<file path="config.mk">
export PLATFORM = sky130hd
export DESIGN_NAME = dmem_responder
export DESIGN_NICKNAME = d
export VERILOG_FILES = /design/src/rtl/dmem_responder.sv
export SDC_FILE = /design/constraint.sdc
export NUM_CORES = 1
export LEC_CHECK = 0
export BUFFER_PORTS_ARGS = -buffer_cell sky130_fd_sc_hd__buf_4
export CORE_MARGIN = 2
export CORE_UTILIZATION = 33
export DETAILED_ROUTE_END_ITERATION = 10
export GPL_TIMING_DRIVEN = 1
export PLACE_DENSITY = 0.59
export RECOVER_POWER = 25
export SETUP_SLACK_MARGIN = 0.2
export SYNTH_ARGS = -nofsm -noshare
export SYNTH_HDL_FRONTEND = slang
export SYNTH_SLANG_ARGS = --single-unit
</file>
<file path="constraint.sdc">
create_clock -name clk -period 9.9 [get_ports clk]
set_clock_uncertainty 0.2 [all_clocks]
set_input_delay 1.98 -clock clk [delete_from_list [all_inputs] [get_ports clk]]
set_output_delay 1.98 -clock clk [all_outputs]
set_load 0.1 [all_outputs]
</file>
<file path="src/rtl/dmem_responder.sv">
`default_nettype none
// +----------------------------------------------------------------------------+
// | Module      : dmem_responder                                               |
// | Description : Memory-side responder that turns level-held load/store/fence |
// |               requests into one valid/ready bus transaction each and       |
// |               returns a single-cycle mem_finish_o pulse.                   |
// |               Optional alignment check: DMEM_RESP_ALIGN_CHECK_EN.          |
// | Revision    : 1.0 - initial release                                        |
// +----------------------------------------------------------------------------+
module dmem_responder #(
    parameter int ADDR_W         = 64,
    parameter int DATA_W         = 64,
    parameter int TIMEOUT_CYCLES = 255
) (
    input  logic              clk,
    input  logic              rst,
    input  logic [ADDR_W-1:0] data_addr_i,
    input  logic [7:0]        wmask_i,
    input  logic [DATA_W-1:0] wdata_i,
    input  logic              we_i,
    input  logic [2:0]        we_type_sel_i,
    input  logic              re_i,
    input  logic [2:0]        re_type_sel_i,
    input  logic              fence_i,
    output logic [DATA_W-1:0] rdata_o,
    output logic              mem_finish_o,
    output logic              bus_err_o,
    output logic              misalign_o,
    output logic              bus_req_valid_o,
    input  logic              bus_req_ready_i,
    output logic              bus_req_write_o,
    output logic [ADDR_W-1:0] bus_req_addr_o,
    output logic [DATA_W-1:0] bus_req_wdata_o,
    output logic [7:0]        bus_req_wstrb_o,
    output logic [1:0]        bus_req_size_o,
    input  logic              bus_resp_valid_i,
    input  logic [DATA_W-1:0] bus_resp_rdata_i,
    input  logic              bus_resp_err_i
);

    localparam logic [2:0] c_ST_IDLE  = 3'd0;
    localparam logic [2:0] c_ST_REQ   = 3'd1;
    localparam logic [2:0] c_ST_WAIT  = 3'd2;
    localparam logic [2:0] c_ST_DONE  = 3'd3;
    localparam logic [2:0] c_ST_FENCE = 3'd4;

    // Counter only has to reach TIMEOUT_CYCLES-1 before the exit edge.
    localparam int c_CNT_W = (TIMEOUT_CYCLES > 1) ? $clog2(TIMEOUT_CYCLES) : 1;
    localparam logic [c_CNT_W-1:0] c_CNT_LAST =
        c_CNT_W'((TIMEOUT_CYCLES > 0) ? TIMEOUT_CYCLES - 1 : 0);

    logic [2:0]         r_state;
    logic [2:0]         w_state_nxt;
    logic [c_CNT_W-1:0] r_cnt;
    logic [ADDR_W-1:0]  r_addr;
    logic [DATA_W-1:0]  r_wdata;
    logic [7:0]         r_wstrb;
    logic               r_write;
    logic [1:0]         r_size;
    logic [DATA_W-1:0]  r_rdata;
    logic               r_err;
    logic [2:0]         w_sel;
    logic [1:0]         w_size;
    logic               w_size_ok;
    logic               w_misalign;
    logic               w_req;
    logic               w_tmo;

    assign w_req = we_i | re_i;
    assign w_sel = we_i ? we_type_sel_i : re_type_sel_i;
    assign w_tmo = (TIMEOUT_CYCLES != 0) && (r_cnt == c_CNT_LAST);

    always_comb begin
        w_size    = 2'd0;
        w_size_ok = 1'b1;
        case (w_sel)
            3'b000:  w_size = 2'd0;
            3'b001:  w_size = 2'd1;
            3'b010:  w_size = 2'd2;
            3'b100:  w_size = 2'd3;
            default: w_size_ok = 1'b0;
        endcase
    end

`ifdef DMEM_RESP_ALIGN_CHECK_EN
    logic r_misalign;

    always_comb begin
        w_misalign = 1'b0;
        case (w_size)
            2'd1:    w_misalign = data_addr_i[0];
            2'd2:    w_misalign = |data_addr_i[1:0];
            2'd3:    w_misalign = |data_addr_i[2:0];
            default: w_misalign = 1'b0;
        endcase
    end

    assign misalign_o = (r_state == c_ST_DONE) && r_misalign;

    always_ff @(posedge clk or posedge rst) begin
        if (rst) begin
            r_misalign <= 1'b0;
        end else if (r_state == c_ST_IDLE && (w_req || fence_i)) begin
            r_misalign <= w_req && w_size_ok && w_misalign;
        end
    end
`else
    logic w_unused_addr_lo;

    assign w_unused_addr_lo = ^data_addr_i[2:0];
    assign w_misalign       = 1'b0;
    assign misalign_o       = 1'b0;
`endif

    always_comb begin
        w_state_nxt = r_state;
        case (r_state)
            c_ST_IDLE: begin
                if (w_req) begin
                    w_state_nxt = (!w_size_ok || w_misalign) ? c_ST_DONE : c_ST_REQ;
                end else if (fence_i) begin
                    w_state_nxt = c_ST_FENCE;
                end
            end
            c_ST_REQ: begin
                if (bus_req_ready_i) begin
                    w_state_nxt = c_ST_WAIT;
                end else if (w_tmo) begin
                    w_state_nxt = c_ST_DONE;
                end
            end
            c_ST_WAIT: begin
                if (bus_resp_valid_i || w_tmo) begin
                    w_state_nxt = c_ST_DONE;
                end
            end
            c_ST_DONE:  w_state_nxt = c_ST_IDLE;
            c_ST_FENCE: w_state_nxt = c_ST_DONE;
            default:    w_state_nxt = c_ST_IDLE;
        endcase
    end

    always_ff @(posedge clk or posedge rst) begin
        if (rst) begin
            r_state <= c_ST_IDLE;
            r_cnt   <= '0;
            r_addr  <= '0;
            r_wdata <= '0;
            r_wstrb <= 8'h00;
            r_write <= 1'b0;
            r_size  <= 2'd0;
            r_rdata <= '0;
            r_err   <= 1'b0;
        end else begin
            r_state <= w_state_nxt;
            if (r_state != w_state_nxt) begin
                r_cnt <= '0;
            end else if (r_state == c_ST_REQ || r_state == c_ST_WAIT) begin
                r_cnt <= r_cnt + c_CNT_W'(1);
            end

            case (r_state)
                c_ST_IDLE: begin
                    if (w_req) begin
                        r_err <= !w_size_ok;
                        if (w_size_ok && !w_misalign) begin
                            r_addr  <= {data_addr_i[ADDR_W-1:3], 3'b000};
                            r_wdata <= wdata_i;
                            r_wstrb <= we_i ? wmask_i : 8'h00;
                            r_write <= we_i;
                            r_size  <= w_size;
                        end
                    end else if (fence_i) begin
                        r_err <= 1'b0;
                    end
                end
                c_ST_REQ: begin
                    if (!bus_req_ready_i && w_tmo) begin
                        r_err <= 1'b1;
                    end
                end
                c_ST_WAIT: begin
                    if (bus_resp_valid_i) begin
                        r_err <= bus_resp_err_i;
                        // A failed read returns zero rather than stale bus data.
                        if (!r_write) begin
                            r_rdata <= bus_resp_err_i ? '0 : bus_resp_rdata_i;
                        end
                    end else if (w_tmo) begin
                        r_err <= 1'b1;
                    end
                end
                default: begin
                end
            endcase
        end
    end

    assign rdata_o         = r_rdata;
    assign mem_finish_o    = (r_state == c_ST_DONE);
    assign bus_err_o       = (r_state == c_ST_DONE) && r_err;
    assign bus_req_valid_o = (r_state == c_ST_REQ);
    assign bus_req_write_o = r_write;
    assign bus_req_addr_o  = r_addr;
    assign bus_req_wdata_o = r_wdata;
    assign bus_req_wstrb_o = r_wstrb;
    assign bus_req_size_o  = r_size;

endmodule
`default_nettype wire

</file>
==> impl_metrics.tcl, run 1 <==
set metrics [dict create \
    cts.hold.buffers_added 0 \
    postSynth.asyncResetShare 1.00 \
    post_cts.resized_instances 0 \
    final_min_period_over_clock_period 0.539 \
    yosys.area.top_type "dfrtp_1" \
    max-cap-violations 1 \
    port_buffers 413 \
    critical_path.reg2reg.endpoint "bus_req_wdata_o[51]" \
    drcViolationCount 0 \
    die_y_um 165 \
    holdCritStartpoint "rdata_o[35]" \
    synth_top_area_frac 0.617 \
    antenna_cells_inserted 0 \
    design.portCount 421 \
    gr-usage-met3 0.0584 \
    ctsLongestPathBuffers 3 \
    syn-cell-area_sq_mm 0.00860 \
    report.final.slew_viol_count 99 \
    worst_r2r_startpoint "r_state[2]" \
    clk-insertion-delay-late_ps 500 \
    wirelength_um 24500 \
    ctsRootBufferMaster "clkbuf_16" \
    rsz0062_at_grt "no" \
    crit_arrival_ps 5670 \
    layout.cells.non_filler 1422 \
    final_core_utilization 0.490 \
    detail_route.wl_per_cell_um 17.3 \
    design.die.area_sq_mm 0.0274 \
    upper_clock_frequency_limit_ghz 0.187 \
    violations "capacitance limit, slew limit" \
    critPathKind "in2async" \
    grt_start_max_net_pins 129 \
    global_route.overflow_total 0 \
    floorplan.rows 59 \
    gp_congestion 0.754 \
    globalRouteMet2Util 0.291 \
    worst-endpoint-required_ps 10230 \
    synth_enable_flop_cells 0 \
    dominantRegCellSynth "dfrtp_1" \
    timing_worst_slew_pin_value_ps 4480 \
    crit_fanout 98 \
    synth_seq_cells 212 \
    dpl.cell_count 1387 \
    h-tree-depth 1 \
    finalHoldWorstSlack_ps 277 \
    syn_avg_cell_area_sq_um 12.7 \
    finalSetupViolCount 0 \
    grt_busiest_layer "met2" \
    global_routing_met1_resource_utilization 0.198 \
    final.setup.tns_ps 0 \
    max_slew_margin -2.00 \
    start_util 0.333 \
    timing_hold_violations_final 0 \
    synth.top_cells.by_area "dfrtp_1 (62%), mux2_2 (16%), nand2b_1 (4.8%)" \
    postSynthCellCount 676 \
    synthDistinctLibCells 45 \
    die_x_um 165 \
    syn_to_final_growth_pct 47.2 \
    antenna_left 0 \
    seq_area_frac_synth 0.617 \
    clock_sink_count 212 \
    outcome "complete, but fails checks" \
    first_iter_violations 332 \
    antenna_found_initial 0 \
    vias 6460 \
    design.final.nets 1295 \
    min-delay-path-class "reg2reg" \
    ys_warn_count 0 \
    grt_pass1_vias 6275 \
    drt-pass1-iter-count 4 \
    worstRegToRegCells 5 \
    tritoncts.num_buffers 25 \
    tritoncts_clock_tree "built" \
    critical_path.startpoint_type "input pin" \
    final_layout_size_suffix_gt1_frac 0.533 \
    global_route_wire_length_before_repair_um 35900 \
    design.core.area_sq_mm 0.0258 \
    dp_hpwl_um 18000 \
    hold_depth 2 \
    clkSlewWorstSetupHoldPaths_ps 50 \
    endpoint_kind "async pin" \
    post-cts-setup-buffer-count 0 \
    via_per_inst 4.54 \
    period_minus_slack_ps 5340 \
    total_routing_usage_reported_by_global_routing 0.168 \
    endpoint_with_the_worst_hold_slack "rdata_o[35]" \
    worst-r2r-setup-slack_ps 6630 \
]
final cells by class:
| type | count | area [sq um] |
|---|---|---|
| Clock buffer | 33 | 706 |
| Clock inverter | 2 | 10.0 |
| Fill cell | 2411 | 13200 |
| Inverter | 8 | 31.3 |
| Multi-Input combinational cell | 413 | 3050 |
| Sequential cell | 212 | 5310 |
| Tap cell | 335 | 419 |
| Timing Repair Buffer | 419 | 3140 |
worst max path at each step:
stage / from / to
floorplan: rst / bus_req_addr_o[10]
global placement: we_i / bus_req_wdata_o[20]
detailed placement: we_i / bus_req_wdata_o[51]
CTS: we_i / bus_req_wdata_o[51]
global route: rst / bus_req_addr_o[35]
finish: rst / bus_req_addr_o[35]
state kept, by name (all words and copies together) (netlist names), 2 cells and up:
register         flops
bus_req_addr_o      61
bus_req_size_o       2
bus_req_wdata_o     64
bus_req_wstrb_o      8
r_cnt                8
r_state              3
rdata_o             64
cell families after synthesis:
group	count (synthesis)	synth area share
flops	212	0.617
fa+ha+maj	5	0.00640
compound gates	91	0.0623
mux	131	0.171
buf+inv	54	0.0295
simple gates	173	0.104
other cells	1	0.000436
xor+xnor	9	0.00917
layout by cell type (no fill, tap or decap), types with 8 or more instances in the layout:
master     count
a22o_1         9
clkbuf_16     25
mux2_2       125
buf_4        416
o21ai_0       66
dfrtp_1      212
nand2b_1      66
nor4_1         8
nand2_1       71
per-stage QoR:
stage | setup slack [ps] | cell area [sq um]
final | 4560 | 12700
after global routing | 3730 | 12700
after CTS | 5520 | 12700
after detailed placement | 4990 | 12000
after global placement | 4970 | 12000
after floorplan | 1930 | 8610
synthesized netlist by cell type (2+ instances only):
cell	n
nand2_1	71
xor2_1	2
clkbuf_1	25
buf_4	8
xnor2_1	7
and3_1	2
o21ai_0	66
maj3_1	3
o21ai_1	2
nor4b_1	3
o2bb2ai_1	2
buf_2	11
mux2i_1	5
a22o_1	9
inv_1	8
nor4_1	8
nor3_1	4
o32ai_1	2
dfrtp_1	212
mux2_2	125
nand3_1	2
ha_1	2
or3_1	3
o211ai_1	2
nor2_1	6
nand2b_1	66
or2_2	2
per-layer routing:
layer,up-vias,wire length (um)
li1,3103,-
met1,3066,9240
met2,256,12300
met3,35,2540
met4,0,505
met5,-,0
worst max-delay path, stage by stage:
cell	delay (ps)
clkbuf_4	110
clkinvlp_2	2500
buf_4	1000
Power of run 1 is left out: the tool's default activity adds up to more than one toggle a clock period on the data nets, which glitch-free logic cannot reach.
==> inputs of run 2 (changes only) <==
Settings changed: PLACE_DENSITY 0.59 to 0.61.
Clock period 9.9 ns to 4.7 ns, I/O delays scaled along.
==> run 2 against run 1 <==
Against the previous run: the run still ends with capacitance limit, slew limit left; critical path depth unchanged; hold slack got worse by 0.83 ps; sequential share of layout area shrank 0.52 points; flip-flop and latch count unchanged; routed wire length increased by 1.7%; global-route usage about the same; clock-buffer cell count grew 4; non-clock buffer count stayed put; via count increased by 0.54%; die area unchanged; final area grew 1.2%; critical endpoint is now bus_err_o.
==> impl_metrics.tcl, run 2 (synthesized netlist as in run 1, its figures left out) <==
set metrics [dict create \
    post-cts-setup-buffer-count 0 \
    post-route-cell-area_sq_mm 0.0128 \
    design.final.nets 1295 \
    cts.hold.buffers_added 0 \
    clkSlewWorstSetupHoldPaths_ps 60 \
    worstRegToRegCells 4 \
    max_slew_margin -0.00554 \
    drt-pass1-iter-count 4 \
    post-route-worst-setup-slack_ps 1600 \
    tritoncts.num_buffers 25 \
    antenna_left 0 \
    antenna_found_initial 1 \
    drcViolationCount 0 \
    floorplan.rows 59 \
    max-cap-violations 1 \
    final.setup.tns_ps 0 \
    design.die.area_sq_mm 0.0274 \
    via_per_inst 4.54 \
    dp_hpwl_um 18400 \
    design.portCount 421 \
    most_frequent_cells_in_the_layout "buf_4 (414), dfrtp_1 (212), mux2_2 (125)" \
    timing_hold_violations_final 0 \
    regArea_sq_mm 0.00531 \
    total_routing_usage_reported_by_global_routing 0.168 \
    vias 6495 \
    grt_pass1_vias 6318 \
    multi_input_comb_area_sq_mm 0.00306 \
    outcome "complete, but fails checks" \
    tritoncts_clock_tree "built" \
    endpoint_kind "output port" \
    die_y_um 165 \
    period_minus_slack_ps 3100 \
    critical_path.reg2reg.endpoint "bus_req_wdata_o[23]" \
    final_layout_size_suffix_gt1_frac 0.538 \
    placed_area_sq_mm 0.0120 \
    die_x_um 165 \
    clock_sink_count 212 \
    port_buffers 413 \
    crit_arrival_ps 1960 \
    cp_slowest_cell "dfrtp_1" \
    upper_clock_frequency_limit_ghz 0.323 \
    endpoint_of_the_most_critical_setup_path "bus_err_o" \
    global_route_wire_length_before_repair_um 35700 \
    post_cts.resized_instances 0 \
    final_min_period_over_clock_period 0.659 \
    violations "capacitance limit, slew limit" \
    critical_path.startpoint_type "flip-flop" \
    ctsRootBufferMaster "clkbuf_16" \
    setup.worst_path.start "r_state[2]" \
    rsz0062_at_grt "no" \
    crit_chain "nor3_2 -> and2_1 -> buf_4" \
    detail_route.wl_per_cell_um 17.4 \
    min-delay-path-class "reg2reg" \
    global_route.overflow_total 0 \
    first_iter_violations 382 \
    grt_start_max_net_pins 127 \
    fillCellCount 2390 \
    timing_worst_slew_pin_value_ps 1500 \
    design.core.area_sq_mm 0.0258 \
    h-tree-depth 1 \
    worst-r2r-setup-slack_ps 2040 \
    detailedPlace.worstSlack_ps 1490 \
    layout_commonest_cell "buf_4" \
    worst-endpoint-required_ps 3560 \
    syn_to_final_growth_pct 49.0 \
    crit_fanout 25 \
    start_util 0.333 \
    critical-path-max-stage-delay_ps 670 \
    finalSetupViolCount 0 \
    critPathKind "reg2out" \
    clk-insertion-delay-late_ps 510 \
    report.final.slew_viol_count 30 \
    ctsLongestPathBuffers 3 \
    gp_congestion 0.761 \
    worst_r2r_startpoint "r_state[2]" \
    wirelength_um 24900 \
]
## run 2: cell count changes in the layout (fill, tap and decap cells not counted)
cell / previous run / this run
clkinv_4: 0 / 1
clkinv_2: 2 / 4
nor3_1: 4 / 3
bufinv_16: 0 / 1
a2111oi_0: 1 / 0
diode_2: 0 / 1
a2111oi_2: 0 / 1
inv_6: 0 / 1
clkbuf_8: 5 / 8
nor3_2: 0 / 1
buf_4: 416 / 414
buf_12: 0 / 3
## run 2: layout make-up
cell class	instances	area share
inverter	8	0.00244
clock inverter	7	0.00527
tap	335	0.0327
multi-input combinational	413	0.239
sequential	212	0.414
timing repair buffer	419	0.248
clock buffer	37	0.0586
antenna	1	0.000195
## run 2: metrics by stage
stage | utilization | hold slack (ps) | std cells
2_1_floorplan | - | 248 | 679
3_3_place_gp | 0.465 | 263 | 1387
3_5_place_dp | 0.465 | 271 | 1387
4_1_cts | 0.496 | 283 | 1431
5_1_grt | 0.496 | 299 | 1432
6_report | 0.496 | 277 | 1432
## run 2: worst min-delay path by stage
stage / depth (start not counted) / slack (ps) / startpoint / end
3_5_place_dp: 2 / 270 / rdata_o[37] / rdata_o[37]
4_1_cts: 2 / 280 / rdata_o[49] / rdata_o[49]
5_1_grt: 2 / 300 / rdata_o[62] / rdata_o[62]
2_1_floorplan: 1 / 250 / r_err / r_err
6_report: 2 / 280 / rdata_o[8] / rdata_o[8]
3_3_place_gp: 2 / 260 / rdata_o[34] / rdata_o[34]
## run 2: worst max-delay path, delay by kind of cell (launching register included)
kind                   cells  cell delay (ps)
buffers and inverters      1              280
AND/OR/NAND/NOR            2              500
flip-flops                 1              670
## run 2: routing by layer
metal	GRT usage	part of all wire	routed length [um]
met1	0.196	0.38	9480
met5	0	0	0
met3	0.0582	0.099	2480
met2	0.296	0.50	12400
met4	0.0435	0.021	531
Power of run 2 is left out for the same reason.
==> inputs of run 3 (changes only) <==
Settings changed: PLACE_DENSITY 0.61 to 0.59.
Clock period 4.7 ns to 3 ns, I/O delays scaled along.
==> run 3 against run 2 <==
Against the previous run: the flow still finishes with violations (capacitance limit, slew limit); routed wire length down 0.59%; sequential share of layout area down 0.15 points; global-route usage is 0.23 points higher; non-clock buffer count grew 8; final area is 0.38% higher; clock-buffer cell count grew 1; highest routed layer unchanged; critical path depth is 1 higher; die area did not move; critical endpoint unchanged.
==> impl_metrics.tcl, run 3 (synthesized netlist as in run 1, its figures left out) <==
set metrics [dict create \
    outcome "complete, but fails checks" \
    violations "capacitance limit, slew limit" \
    most_frequent_cells_in_the_layout "buf_4 (419), dfrtp_1 (211), mux2_2 (125)" \
    clkSlewWorstSetupHoldPaths_ps 70 \
    global_route.overflow_total 0 \
    gp_congestion 0.726 \
    dp_hpwl_um 18400 \
    max_slew_margin -0.177 \
    cts.hold.buffers_added 0 \
    critPathKind "reg2out" \
    final_layout_size_suffix_gt1_frac 0.541 \
    total_routing_usage_reported_by_global_routing 0.171 \
    clock_sink_count 212 \
    antenna_cells_inserted 0 \
    port_buffers 413 \
    die_x_um 165 \
    wirelength_um 24800 \
    timing_hold_violations_final 0 \
    finalSetupViolCount 0 \
    global_route_wire_length_before_repair_um 36500 \
    detailedPlace.worstSlack_ps 262 \
    vias 6533 \
    min-delay-path-class "in2async" \
    design.final.nets 1302 \
    rsz0062_at_grt "no" \
    report.final.slew_viol_count 124 \
    period_minus_slack_ps 2550 \
    layout_commonest_cell "buf_4" \
    final.setup.tns_ps 0 \
    ctsLongestPathBuffers 3 \
    h-tree-depth 1 \
    floorplan.rows 59 \
    post-route-worst-setup-slack_ps 451 \
    final_core_utilization 0.498 \
    setup.worst_path.start "r_state[1]" \
    post-cts-setup-buffer-count 0 \
    detail_route.wl_per_cell_um 17.3 \
    tritoncts_clock_tree "built" \
    via_per_inst 4.55 \
    antenna_found_initial 0 \
    grt_pass1_vias 6403 \
    crit_fanout 12 \
    die_y_um 165 \
    final_min_period_over_clock_period 0.850 \
    post_cts.resized_instances 0 \
    worst_r2r_startpoint "r_state[1]" \
    upper_clock_frequency_limit_ghz 0.392 \
    tritoncts.num_buffers 24 \
    ctsRootBufferMaster "clkbuf_16" \
    fillCellCount 2378 \
    timing_worst_slew_pin_value_ps 1770 \
    clk-insertion-delay-late_ps 510 \
    antenna_left 0 \
    design.die.area_sq_mm 0.0274 \
    grt_start_max_net_pins 124 \
    design.portCount 421 \
    first_iter_violations 251 \
    start_util 0.333 \
    endpoint_kind "output port" \
    drt-pass1-iter-count 4 \
    syn_to_final_growth_pct 49.6 \
    drcViolationCount 0 \
    design.core.area_sq_mm 0.0258 \
    worst-endpoint-required_ps 2200 \
    max-cap-violations 1 \
    crit_arrival_ps 1750 \
    critical_path.startpoint_type "flip-flop" \
]
## run 3: routing by layer
| metal | up-vias | wire length (um) | track usage |
|---|---|---|---|
| met5 | - | 0 | 0 |
| met4 | 0 | 519 | 0.0435 |
| met3 | 35 | 2470 | 0.0564 |
| met2 | 260 | 12400 | 0.294 |
| met1 | 3117 | 9430 | 0.206 |
| li1 | 3121 | - | - |
## run 3: worst max-delay path, cell delays in order (launching register included)
cell and delay (ps):
dfrtp_2 480, inv_1 130, nor3_4 190, and2_4 160, buf_4 280
## run 3: layout make-up
type,instances,area (sq um),share of cell area
flip-flops and latches,212,5310,0.412
repair buffers,427,3280,0.255
multi-input cells,413,3070,0.239
clock buffers,38,733,0.0570
well taps,335,419,0.0326
inverters,8,31.3,0.00243
clock inverters,3,26.3,0.00204
## run 3: path summary, 6_finish.rpt
path | endpoint | depth (start not counted) | slack (ps)
max | bus_err_o | 4 | 450
min | bus_req_wdata_o[58] | 3 | 30
max reg2reg | r_cnt[7] | 4 | 670
min reg2reg | rdata_o[8] | 2 | 280
max in group asynchronous | rdata_o[0] | 3 | 870
min in group clk | bus_req_wstrb_o[4] | 2 | 110
## run 3: through the flow
step	cells	area, sq um	hold WS, ps
2_1_floorplan	679	8630	258
3_3_place_gp	1395	12100	264
3_5_place_dp	1395	12100	271
4_1_cts	1436	12900	82.2
5_1_grt	1436	12900	88.6
6_report	1436	12900	30.1
Power of run 3 is left out for the same reason.
